[src/rtl/rtc_timekeeper_if.sv]
// Control/status bundle between the time-of-day counter and its host:
// time-set handshake, alarm setup and the displayed time with its strobes.
interface rtc_timekeeper_if;
   logic       en;
   logic       mode_12h;
   logic       set_valid;
   logic [5:0] set_hrs;
   logic [5:0] set_min;
   logic [5:0] set_sec;
   logic       set_ack;
   logic       set_err;
   logic       alarm_en;
   logic [5:0] alarm_hrs;
   logic [5:0] alarm_min;
   logic       alarm_clr;
   logic [5:0] count_sec;
   logic [5:0] count_min;
   logic [5:0] count_hrs;
   logic       pm;
   logic       tick_sec;
   logic       roll_min;
   logic       roll_hrs;
   logic       alarm;

   modport master (
      output en, mode_12h, set_valid, set_hrs, set_min, set_sec,
             alarm_en, alarm_hrs, alarm_min, alarm_clr,
      input  set_ack, set_err, count_sec, count_min, count_hrs, pm,
             tick_sec, roll_min, roll_hrs, alarm
   );

   modport slave (
      input  en, mode_12h, set_valid, set_hrs, set_min, set_sec,
             alarm_en, alarm_hrs, alarm_min, alarm_clr,
      output set_ack, set_err, count_sec, count_min, count_hrs, pm,
             tick_sec, roll_min, roll_hrs, alarm
   );
endinterface

[src/rtl/rtc_timekeeper.sv]
// Time-of-day counter: prescaled one-second tick feeding cascaded sec/min/hrs
// registers, with validated time load, 12/24h display decode and latched alarm.
module rtc_timekeeper #(
   parameter int unsigned TICK_DIV = 100,
   parameter int unsigned HRS_MAX  = 23
) (
   input  logic               clk,
   input  logic               reset,
   rtc_timekeeper_if.slave    bus
);
   localparam int unsigned PW       = (TICK_DIV > 1) ? $clog2(TICK_DIV) : 1;
   localparam logic [PW-1:0] PRE_LAST = PW'(TICK_DIV - 1);
   localparam logic [5:0]   HRS_TOP  = 6'(HRS_MAX);
   localparam logic [5:0]   LAST_MS  = 6'd59;

   logic [PW-1:0] presc_q, presc_d;
   logic [5:0]    sec_q, min_q, hrs_q;
   logic [5:0]    sec_d, min_d, hrs_d;
   logic          tick_c, set_ok_c, sec_wrap_c, min_wrap_c, match_c;
   logic          tick_q, roll_min_q, roll_hrs_q, ack_q, err_q, alarm_q;
   logic [5:0]    hrs12_c;

   // Next-time computation; any set request pre-empts a same-cycle tick,
   // and a rejected request leaves every register (prescaler included) alone.
   always_comb begin
      tick_c     = bus.en && (presc_q == PRE_LAST) && !bus.set_valid;
      set_ok_c   = (bus.set_sec <= LAST_MS) && (bus.set_min <= LAST_MS) &&
                   (bus.set_hrs <= HRS_TOP);
      sec_wrap_c = (sec_q == LAST_MS);
      min_wrap_c = sec_wrap_c && (min_q == LAST_MS);
      presc_d    = presc_q;
      sec_d      = sec_q;
      min_d      = min_q;
      hrs_d      = hrs_q;
      if (bus.set_valid) begin
         if (set_ok_c) begin
            presc_d = '0;
            sec_d   = bus.set_sec;
            min_d   = bus.set_min;
            hrs_d   = bus.set_hrs;
         end
      end else if (bus.en) begin
         if (presc_q == PRE_LAST) begin
            presc_d = '0;
            sec_d   = sec_wrap_c ? 6'd0 : sec_q + 6'd1;
            if (sec_wrap_c) min_d = (min_q == LAST_MS) ? 6'd0 : min_q + 6'd1;
            if (min_wrap_c) hrs_d = (hrs_q == HRS_TOP) ? 6'd0 : hrs_q + 6'd1;
         end else begin
            presc_d = presc_q + PW'(1);
         end
      end
      match_c = tick_c && bus.alarm_en && (sec_d == 6'd0) &&
                (min_d == bus.alarm_min) && (hrs_d == bus.alarm_hrs);
   end

   always_ff @(posedge clk or posedge reset) begin
      if (reset) begin
         presc_q    <= '0;
         sec_q      <= '0;
         min_q      <= '0;
         hrs_q      <= '0;
         tick_q     <= 1'b0;
         roll_min_q <= 1'b0;
         roll_hrs_q <= 1'b0;
         ack_q      <= 1'b0;
         err_q      <= 1'b0;
         alarm_q    <= 1'b0;
      end else begin
         presc_q    <= presc_d;
         sec_q      <= sec_d;
         min_q      <= min_d;
         hrs_q      <= hrs_d;
         tick_q     <= tick_c;
         roll_min_q <= tick_c && sec_wrap_c;
         roll_hrs_q <= tick_c && min_wrap_c;
         ack_q      <= bus.set_valid && set_ok_c;
         err_q      <= bus.set_valid && !set_ok_c;
         alarm_q    <= match_c || (alarm_q && !bus.alarm_clr);
      end
   end

   // 12h decode: 0 shows as 12, 13..23 fold down by 12.
   always_comb begin
      if (hrs_q == 6'd0)       hrs12_c = 6'd12;
      else if (hrs_q > 6'd12)  hrs12_c = hrs_q - 6'd12;
      else                     hrs12_c = hrs_q;
   end

   assign bus.count_sec = sec_q;
   assign bus.count_min = min_q;
   assign bus.count_hrs = bus.mode_12h ? hrs12_c : hrs_q;
   assign bus.pm        = (hrs_q >= 6'd12);
   assign bus.tick_sec  = tick_q;
   assign bus.roll_min  = roll_min_q;
   assign bus.roll_hrs  = roll_hrs_q;
   assign bus.set_ack   = ack_q;
   assign bus.set_err   = err_q;
   assign bus.alarm     = alarm_q;
endmodule

[src/flat_wrapper.sv]
// flat-port wrapper written by rule: the top's interface ports become plain ports
module rtc_timekeeper_flat 
#(
   parameter int unsigned TICK_DIV = 100,
   parameter int unsigned HRS_MAX  = 23
)
  (clk, reset, bus_en, bus_mode_12h, bus_set_valid, bus_set_hrs, bus_set_min, bus_set_sec, bus_alarm_en, bus_alarm_hrs, bus_alarm_min, bus_alarm_clr, bus_set_ack, bus_set_err, bus_count_sec, bus_count_min, bus_count_hrs, bus_pm, bus_tick_sec, bus_roll_min, bus_roll_hrs, bus_alarm);
  rtc_timekeeper_if bus_i ();
  input  logic clk;
  input  logic reset;
  input wire logic [$bits(bus_i.en)-1:0] bus_en;
  input wire logic [$bits(bus_i.mode_12h)-1:0] bus_mode_12h;
  input wire logic [$bits(bus_i.set_valid)-1:0] bus_set_valid;
  input wire logic [$bits(bus_i.set_hrs)-1:0] bus_set_hrs;
  input wire logic [$bits(bus_i.set_min)-1:0] bus_set_min;
  input wire logic [$bits(bus_i.set_sec)-1:0] bus_set_sec;
  input wire logic [$bits(bus_i.alarm_en)-1:0] bus_alarm_en;
  input wire logic [$bits(bus_i.alarm_hrs)-1:0] bus_alarm_hrs;
  input wire logic [$bits(bus_i.alarm_min)-1:0] bus_alarm_min;
  input wire logic [$bits(bus_i.alarm_clr)-1:0] bus_alarm_clr;
  output wire logic [$bits(bus_i.set_ack)-1:0] bus_set_ack;
  output wire logic [$bits(bus_i.set_err)-1:0] bus_set_err;
  output wire logic [$bits(bus_i.count_sec)-1:0] bus_count_sec;
  output wire logic [$bits(bus_i.count_min)-1:0] bus_count_min;
  output wire logic [$bits(bus_i.count_hrs)-1:0] bus_count_hrs;
  output wire logic [$bits(bus_i.pm)-1:0] bus_pm;
  output wire logic [$bits(bus_i.tick_sec)-1:0] bus_tick_sec;
  output wire logic [$bits(bus_i.roll_min)-1:0] bus_roll_min;
  output wire logic [$bits(bus_i.roll_hrs)-1:0] bus_roll_hrs;
  output wire logic [$bits(bus_i.alarm)-1:0] bus_alarm;
  assign bus_i.en = bus_en;
  assign bus_i.mode_12h = bus_mode_12h;
  assign bus_i.set_valid = bus_set_valid;
  assign bus_i.set_hrs = bus_set_hrs;
  assign bus_i.set_min = bus_set_min;
  assign bus_i.set_sec = bus_set_sec;
  assign bus_i.alarm_en = bus_alarm_en;
  assign bus_i.alarm_hrs = bus_alarm_hrs;
  assign bus_i.alarm_min = bus_alarm_min;
  assign bus_i.alarm_clr = bus_alarm_clr;
  assign bus_set_ack = bus_i.set_ack;
  assign bus_set_err = bus_i.set_err;
  assign bus_count_sec = bus_i.count_sec;
  assign bus_count_min = bus_i.count_min;
  assign bus_count_hrs = bus_i.count_hrs;
  assign bus_pm = bus_i.pm;
  assign bus_tick_sec = bus_i.tick_sec;
  assign bus_roll_min = bus_i.roll_min;
  assign bus_roll_hrs = bus_i.roll_hrs;
  assign bus_alarm = bus_i.alarm;
  rtc_timekeeper #(.TICK_DIV(TICK_DIV), .HRS_MAX(HRS_MAX)) u_core (.clk(clk), .reset(reset), .bus(bus_i));
endmodule
[config.mk]
export PLATFORM = sky130hd
export DESIGN_NAME = rtc_timekeeper_flat
export DESIGN_NICKNAME = d
export VERILOG_FILES = /design/src/rtl/rtc_timekeeper_if.sv /design/src/rtl/rtc_timekeeper.sv /design/src/flat_wrapper.sv
export SDC_FILE = /design/constraint.sdc
export NUM_CORES = 1
export LEC_CHECK = 0
export ABC_AREA = 1
export BUFFER_PORTS_ARGS = -buffer_cell sky130_fd_sc_hd__buf_2
export CAP_MARGIN = 20
export CORE_MARGIN = 5
export CORE_UTILIZATION = 55
export DETAILED_ROUTE_END_ITERATION = 7
export PLACE_DENSITY = 0.9
export SLEW_MARGIN = 20
export SYNTH_ARGS = -nofsm -noshare
export SYNTH_HDL_FRONTEND = slang
export SYNTH_SLANG_ARGS = --single-unit
[constraint.sdc]
create_clock -name clk -period 2.05 [get_ports clk]
set_input_delay 0.1025 -clock clk [delete_from_list [all_inputs] [get_ports clk]]
set_output_delay 0.1025 -clock clk [all_outputs]
set_load 0.005 [all_outputs]
# ---- Yosys cells after proc, flatten, opt, wreduce, memory -nomap -nowiden
# Cells that the tools add are included.
dict set report totals {
  ff_bits 31
  output_inout_bits 25
  wordCells 73
  input_bits 37
}
dict set report op_classes {
  add_sub_neg 5
  n_eq_ne 7
  order_cmp 5
  n_mux 24
  reduce_logical 22
}
# op n
set ops {}
lappend ops {{$mux 6} 20}
lappend ops {{$mux 7} 4}
lappend ops {{$add 6x1->6 const B} 3}
lappend ops {{$logic_and 1x1->1} 14}
lappend ops {{$eq 6x6->1} 2}
lappend ops {{$eq 6x6->1 const B} 2}
lappend ops {{$le 6x6->1 const B} 2}
lappend ops {{$logic_not 6->1} 2}
lappend ops {{$add 7x1->7 const B} 1}
lappend ops {{$eq 7x7->1 const B} 1}
lappend ops {{$eq 6x5->1 const B} 1}
lappend ops {{$ge 6x4->1 const B} 1}
lappend ops {{$gt 6x4->1 const B} 1}
lappend ops {{$le 6x5->1 const B} 1}
lappend ops {{$sub 6x4->6 const B} 1}
lappend ops {{$logic_not 1->1} 3}
lappend ops {{$ne 2x1->1 const B} 1}
lappend ops {{$reduce_and 2->1} 1}
lappend ops {{$reduce_bool 2->1} 1}
lappend ops {{$logic_or 1x1->1} 1}

# ---- Logic depth before layout (Yosys ltp)
# Gate-level depths: netlist of the first run.
dict set report logic_depth {
  word_depth 10
  mapped_depth 18
}

# ---- Worst setup path after synthesis of the first run
# OpenSTA, ideal clock, no wires.
dict set report synth_timing {
  path_kind {flip-flop to flip-flop}
  start {register u_core.sec_q[1], in the netlist u_core.bus.count_sec[1]}
  end {register u_core.alarm_q, in the netlist u_core.bus.alarm}
  required_ns 1.985
  path_stages_with_launch 16
  arrival_ns 1.708
  synth_period_minus_slack_ns 1.773
  path_slack_ns 0.277
  n_path_buf 0
  cell_sequence {dfrtp_1 > ha_1 > nand3_2 > nor2_4 > nand3_1 > nor2_2 > nand2_1 > nand2_1 > nand3_1 > nand2_1 > inv_2 > nand2_1 > nand2_1 > nor2_1 > nand3_1 > nand2_1}
}
dict set report synth_between {
  word_cells_on_any_way 23
}
# item line_no
set synth_lines {}
lappend synth_lines {{from (decl)} rtc_timekeeper.sv:17} ;# logic [5:0] sec_q, min_q, hrs_q;
lappend synth_lines {{from (signal assigned)} rtc_timekeeper.sv:59} ;# sec_q <= '0;
lappend synth_lines {{from (signal assigned)} rtc_timekeeper.sv:70} ;# sec_q <= sec_d;
lappend synth_lines {{$eq 6x6->1} rtc_timekeeper.sv:29} ;# sec_wrap_c = (sec_q == LAST_MS);
lappend synth_lines {{$logic_and 1x1->1} rtc_timekeeper.sv:30} ;# min_wrap_c = sec_wrap_c && (min_q == LAST_MS);
lappend synth_lines {{$mux 6} rtc_timekeeper.sv:47} ;# if (min_wrap_c) hrs_d = (hrs_q == HRS_TOP) ? 6'd0 : hrs_q + 6'd1;
lappend synth_lines {{$mux 6} rtc_timekeeper.sv:43} ;# if (presc_q == PRE_LAST) begin
lappend synth_lines {{$mux 6} rtc_timekeeper.sv:42} ;# end else if (bus.en) begin
lappend synth_lines {{$mux 6} rtc_timekeeper.sv:35} ;# if (bus.set_valid) begin
lappend synth_lines {{net u_core.hrs_d[5]} rtc_timekeeper.sv:18} ;# logic [5:0] sec_d, min_d, hrs_d;
lappend synth_lines {{$eq 6x6->1} rtc_timekeeper.sv:53} ;# (min_d == bus.alarm_min) && (hrs_d == bus.alarm_hrs);
lappend synth_lines {{$logic_and 1x1->1} rtc_timekeeper.sv:53}
lappend synth_lines {{$logic_or 1x1->1} rtc_timekeeper.sv:78} ;# alarm_q <= match_c || (alarm_q && !bus.alarm_clr);
lappend synth_lines {{to (signal assigned)} rtc_timekeeper.sv:78}
lappend synth_lines {{to (decl)} rtc_timekeeper.sv:20} ;# logic tick_q, roll_min_q, roll_hrs_q, ack_q, err_q, alarm_q;
# The timed path passes the listed nets, and every way through them passes these cells.
# A chain may end at the register's enable or synchronous reset.

# ---- Final worst setup path of the first run
dict set report layout_timing {
  start {register u_core.sec_q[0], in the netlist u_core.bus.count_sec[0]}
  end {register u_core.alarm_q, in the netlist u_core.bus.alarm}
}
dict set report layout_between {
  elab_chain_cells 10
  word_cells_on_any_way 23
}
# item line_no
set layout_lines {}
lappend layout_lines {{$add 6x1->6 or $eq 6x6->1 (tied branches)} {rtc_timekeeper.sv:45, rtc_timekeeper.sv:29}}
lappend layout_lines {{$mux 6 (*)} rtc_timekeeper.sv:45} ;# sec_d = sec_wrap_c ? 6'd0 : sec_q + 6'd1;
lappend layout_lines {{$mux 6 (*)} rtc_timekeeper.sv:43}
lappend layout_lines {{$mux 6 (*)} rtc_timekeeper.sv:42}
lappend layout_lines {{$mux 6 (*)} rtc_timekeeper.sv:35}
lappend layout_lines {{net u_core.sec_d[4]} rtc_timekeeper.sv:18}
lappend layout_lines {{$logic_not 6->1 (*)} rtc_timekeeper.sv:52} ;# match_c = tick_c && bus.alarm_en && (sec_d == 6'd0) &&
lappend layout_lines {{$logic_and 1x1->1 (*) (2 in series)} rtc_timekeeper.sv:52}
lappend layout_lines {{$logic_and 1x1->1 (*)} rtc_timekeeper.sv:53}
lappend layout_lines {{$logic_or 1x1->1 (*)} rtc_timekeeper.sv:78}
# The timed path passes the listed nets; every way through them passes the cells marked *.

==> results of run 1 <==
metrics by stage:
stage / power, uW / utilization (%) / setup WS, ns
floorplan: 1290 / - / 0.277
global placement: 1540 / 65.6 / 0.0724
detailed placement: 1570 / 65.6 / -0.00304
CTS: 2210 / 68.7 / 0.000915
global route: 2470 / 72.5 / -0.155
finish: 2330 / 72.5 / -0.00956
area by class of cell:
type                    instances  area (um^2)
clock buffers                   6         82.6
clock inverters                 2         35.0
fillers                       397         1310
inverters                      76          288
multi-input cells             306         1710
flip-flops and latches         31          779
well taps                      67         83.8
repair buffers                 81          465
registers in the layout, indices dropped and copies added (netlist names):
name / count
u_core.bus.count_min: 6
u_core.bus.tick_sec: 1
u_core.bus.alarm: 1
u_core.bus.roll_min: 1
u_core.bus.count_sec: 6
u_core.bus.set_err: 1
u_core.presc_q: 7
u_core.bus.roll_hrs: 1
u_core.hrs_q: 6
u_core.bus.set_ack: 1
cell usage after synthesis:
cell / count
nand3_4: 3
inv_2: 7
a21oi_1: 8
buf_6: 4
inv_1: 67
buf_4: 1
nand2_1: 125
nor3_1: 3
nor2_4: 6
nand4_2: 1
nor2_2: 8
a21oi_2: 2
nand3_1: 46
xor2_1: 6
dfrtp_1: 31
o21ai_1: 1
nand2_2: 9
nand3_2: 7
nand3b_1: 5
and3_1: 1
nand4_1: 8
a21oi_4: 1
o21ai_0: 10
ha_1: 8
o211ai_1: 2
nand2_4: 1
nor2_1: 41
clkinv_1: 1
o22ai_1: 4
inv_4: 1
worst reg2reg max path: cells and delay by family, from the launching register on:
kind,cells,cell delay (ns)
adder cells (fa/ha/maj),1,0.21
flip-flops,1,0.40
AO/OA/AOI/OAI,1,0.11
buffers and inverters,1,0.16
AND/OR/NAND/NOR,11,1.14
power by group:
group	switching [uW]	internal, uW	total [uW]
Clock	251	393	644
Sequential	118	700	818
Combinational	521	349	870
Total	890	1440	2330
final timing paths:
| path | to | slack (ns) | cells after the start | from |
|---|---|---|---|---|
| setup / recovery | u_core.bus.alarm | -0.01 | 14 | u_core.bus.count_sec[0] |
| hold / removal | u_core.bus.alarm | 0.03 | 4 | bus_alarm_clr |
| setup reg to reg | u_core.bus.alarm | -0.01 | 14 | u_core.bus.count_sec[0] |
| hold reg to reg | u_core.bus.alarm | 0.48 | 2 | u_core.bus.alarm |
| max in group asynchronous | u_core.presc_q[2] | 1.30 | 4 | reset |
| min in group asynchronous | u_core.bus.count_sec[3] | 0.43 | 4 | reset |
what timing repair did:
item,4_1_cts,5_1_grt
buffers inserted,3,8
pin swaps,1,14
hold buffers,1,0
gates resized for setup,0,36
setup endpoints to repair,1,3
hold endpoints to repair,31,0
metal layers:
| layer | routed length, um | track usage (%) | vias to the layer above | share of wire [%] |
|---|---|---|---|---|
| li1 | - | - | 1481 | - |
| met4 | 425 | 14.2 | 0 | 5.0 |
| met3 | 700 | 4.93 | 46 | 8.3 |
| met2 | 4000 | 41.8 | 193 | 47 |
| met1 | 3320 | 31.5 | 1436 | 39 |
| met5 | 0 | 0 | - | 0 |
logic make-up (layout without fill, tap and decap cells):
group | Yosys count | in the layout | synth area share, %
AOI/OAI and AO/OA | 28 | 28 | 6.21
buffers and inverters | 81 | 165 | 12.5
and+or+nand+nor | 264 | 264 | 47.1
adders and majority gates | 8 | 8 | 3.68
xor gates and xnor gates | 6 | 6 | 1.93
DFF | 31 | 31 | 28.5
==> reports/metrics.yaml, run 1 <==
fin_crit_sh_pct: 100
synthTopCellsByArea: "dfrtp_1 (29%), nand2_1 (17%), inv_1 (9.2%)"
place_area_mm2: 0.00312
startpoint_type: "flip-flop"
dp.cells: 549
fmax_ghz: 0.486
cp_max_fo: 6
nNetsFinal: 546
cts_tree: "yes"
dp_hpwl_mm: 5.94
min_period_ns: 2.06
setup_tns_ns: -0.00956
drc_errors: 0
cts_buffers: 5
syn_inst: 418
drt_first_pass_iters: 5
cpPeakStageDelay_ns: 0.40
pin_count: 62
num_rows: 25
min_path_type: "in2reg"
port_buffers: 61
antenna_found_initial: 0
cp-end-kind: "flip-flop"
synth_largest_area_cell: "dfrtp_1"
grt_pass1_wl_mm: 12.9
critical_path_buf_inv_count: 1
critPathKind: "reg2reg"
vias: 3156
final_cell_mix: "nand2_1 (116), inv_1 (66), buf_2 (61)"
vias_per_cell: 5.55
crit_family: "simple AND/OR/NAND/NOR gates"
drt_iter0_markers: 378
chipWidth_um: 80.3
initial_utilization_pct: 57.2
drv_slew: 0
grt_overflow: 0
clk_latency_ns: 0.29
final_common_cell: "nand2_1"
powerDensity_mw_per_mm2: 676
path_clk_slew_ns: 0.07
clockRootBuffer: "clkbuf_8"
htree_num_levels: 2
synth_seq_cells: 31
hold_viol_final: 0
fin_skew_ns: 0.00793
status: "finished with violations"
wire_per_inst_um: 14.8
leakage_uw: 0.00192
antenna_left: 0
ys_warn_count: 0
synth.avg_cell_area_um2: 6.51
synth_cell_types: 30
seq_area_frac_synth_pct: 28.5
final_layout_size_suffix_gt1_share_pct: 31.5
grt_max_degree: 32
place_congestion: 0.913
crit_path_frequent_cell: "nand2_1"
yosysTopAreaCellShare_pct: 28.5
worst_pin_slew_ns: 0.400
dieArea_mm2: 0.00645
peakVddDrop_mv: 0.396
cts.sinks: 31
arrival_ns: 2.30
syn_nets: 463
track_usage_pct: 25.6
drt_wl_total_mm: 8.44
fin_ws_ns: -0.00956
max_slew_margin_pct: 73.3
clock_path_buffers: 2
setup_viol: 1
crit_chain: "ha_4, nand3_2, nor2_4, buf_4, nand2_2, nand2_2, o21ai_1, nor2_1, nand2_1, nor2_2, nand2_1, nor2_2, nand3_1, nand2_1"
drv_cap: 0
critPathSlowestCell: "dfrtp_1"
first_global_vias: 2888
rsz0062_at_grt: "yes"
n_antenna_cell: 0
area.growth.synth_to_final_pct: 26.8
die_h_um: 80.3
holdWs_ns: 0.0346
critPathRequiredTime_ns: 2.29
layout.cells.non_filler: 569
syn_area_mm2: 0.00272
failed_checks: "negative setup slack"
coreArea_mm2: 0.00475
design_area_mm2: 0.00345
Note: power is estimated with default switching activity, not from simulation.
==> run 2: changes to the inputs <==
--- a/config.mk
+++ b/config.mk
@@ -12,6 +12,7 @@
 export CORE_UTILIZATION = 55
 export DETAILED_ROUTE_END_ITERATION = 7
 export PLACE_DENSITY = 0.9
+export REMOVE_ABC_BUFFERS = 1
 export SLEW_MARGIN = 20
 export SYNTH_ARGS = -nofsm -noshare
 export SYNTH_HDL_FRONTEND = slang
==> run 2 against run 1 <==
The flow still finishes with violations (negative setup slack). Clock power shrank 20%. Sequential power is 1% lower. Register-to-register slack is essentially flat. Critical endpoint unchanged. Clock-buffer cell count did not move. Flip-flop and latch count did not move. Wire length decreased by 2.1%. Total power is 6.6% lower. Largest power group unchanged. Maximum frequency decreased by 0.23%.
==> reports/metrics.yaml, run 2 (synthesized netlist as in run 1, its figures left out) <==
max_slew_margin_pct: 71.2
switching_share_pct: 40.3
vias: 3073
final_layout_size_suffix_gt1_share_pct: 30.3
p_seq_share_pct: 37.1
nNetsFinal: 543
initial_utilization_pct: 57.2
final_common_cell: "nand2_1"
grt_max_degree: 32
area.growth.synth_to_final_pct: 24.6
cts.sinks: 31
first_global_vias: 2867
worstReg2RegStart: "u_core.hrs_q[0]"
p_int_uw: 1300
holdPathStages: 4
powerDensity_mw_per_mm2: 643
fin_crit_sh_pct: 101
leakage_uw: 0.00189
min_path_type: "in2reg"
vias_per_cell: 5.44
peakVddDrop_mv: 0.431
fin_ws_ns: -0.0143
rsz0062_at_grt: "yes"
timing.rr.end: "u_core.bus.alarm"
startpoint_type: "flip-flop"
htree_num_levels: 2
port_buffers: 61
clockRootBuffer: "clkbuf_8"
drv_cap: 0
fin_skew_ns: 0.00302
status: "finished with violations"
cts_buffers: 5
largest_reg_flops: 7
fmax_ghz: 0.484
min_period_ns: 2.06
drt_first_pass_iters: 5
cp-end-kind: "flip-flop"
coreArea_mm2: 0.00475
clock_path_buffers: 2
final_cell_mix: "nand2_1 (117), inv_1 (66), buf_2 (61)"
wire_per_inst_um: 14.6
nFillCells: 403
min_to: "u_core.bus.alarm"
layout.cells.non_filler: 565
cp_max_fo: 4
reg2regPathDepth: 15
path_clk_slew_ns: 0.07
largest-register: "u_core.presc_q"
drc_errors: 0
track_usage_pct: 25.8
r2r_slack_ns: -0.01
setup_viol: 1
clk_latency_ns: 0.29
chipWidth_um: 80.3
crit_path_start: "u_core.hrs_q[0]"
grt_pass1_wl_mm: 13.0
pin_count: 62
dieArea_mm2: 0.00645
grt_overflow: 0
dp_hpwl_mm: 5.95
critPathRequiredTime_ns: 2.28
arrival_ns: 2.30
num_rows: 25
cts_tree: "yes"
antenna_left: 0
n_antenna_cell: 0
failed_checks: "negative setup slack"
drv_slew: 0
die_h_um: 80.3
clkPwrFrac_pct: 23.6
critPathKind: "reg2reg"
p_switching_uw: 879
antenna_found_initial: 0
setup_tns_ns: -0.0143
dp.cells: 550
place_congestion: 0.944
drt_iter0_markers: 213
min_from: "bus_alarm_clr"
combPwrFrac_pct: 39.3
worst_pin_slew_ns: 0.433
drt_wl_total_mm: 8.26
hold_viol_final: 0
==> run 2: timing repair <==
item,in CTS,in global routing
endpoints found under the hold margin,31,0
resized for setup,3,28
setup endpoints to repair,1,1
buffers inserted,1,6
pin swaps,0,23
hold buffers,1,0
==> run 2: routing by layer <==
layer	GRT usage [%]	vias to the layer above	share of wire (%)
li1	-	1474	-
met1	31.6	1403	41
met2	42.5	169	48
met3	5.27	27	7.7
met4	13.2	0	3.2
met5	0	-	0
==> run 2: stage by stage <==
step	hold slack (ns)	cell area [um^2]	utilization, %	total power, uW	worst slack (ns)
finish	0.0456	3390	71.3	2180	-0.0143
global route	0.0738	3390	71.3	2320	-0.162
CTS	0.0510	3250	68.3	2100	0.00823
detailed placement	0.216	3120	65.7	1570	0.00123
global placement	0.203	3120	65.7	1540	0.0328
floorplan	0.206	2670	-	1290	0.125
==> run 2: worst max path at each step <==
stage | cells after the start | to | slack [ns]
after floorplan | 15 | u_core.bus.alarm | 0.13
after global placement | 16 | u_core.bus.alarm | 0.03
after detailed placement | 16 | u_core.bus.alarm | 0.001
after CTS | 17 | u_core.bus.alarm | 0.008
after global routing | 16 | u_core.bus.alarm | -0.16
final | 15 | u_core.bus.alarm | -0.01
==> run 2: power by group through the flow <==
stage                     Sequential, uW  Combinational [uW]  Clock [uW]
after global placement               801                 736           0
after global routing                 821                 954         549
after detailed placement             806                 760           0
after CTS                            799                 787         517
after floorplan                      795                 492           0
final                                808                 856         515
==> run 2: layout make-up <==
cell class                      count  area (um^2)  area share [%]
Clock buffer                        6         82.6            2.44
Clock inverter                      1         5.00           0.148
Inverter                           76          288            8.49
Multi-Input combinational cell    306         1700            50.3
Sequential cell                    31          778            23.0
Tap cell                           67         83.8            2.47
Timing Repair Buffer               78          447            13.2
==> run 2: worst max-delay path, cell delays in order (launching register included) <==
cell and delay [ns]:
dfrtp_1 0.42, ha_1 0.26, nand2_1 0.07, nor2_1 0.22, nand3_1 0.14, nand2_1 0.10, inv_2 0.05, nand3_1 0.06
nand2_1 0.07, nand2_1 0.08, nand2_1 0.06, nand2_1 0.08, nand2_1 0.08, nor2_1 0.11, nand3_1 0.10, nand2_1 0.08
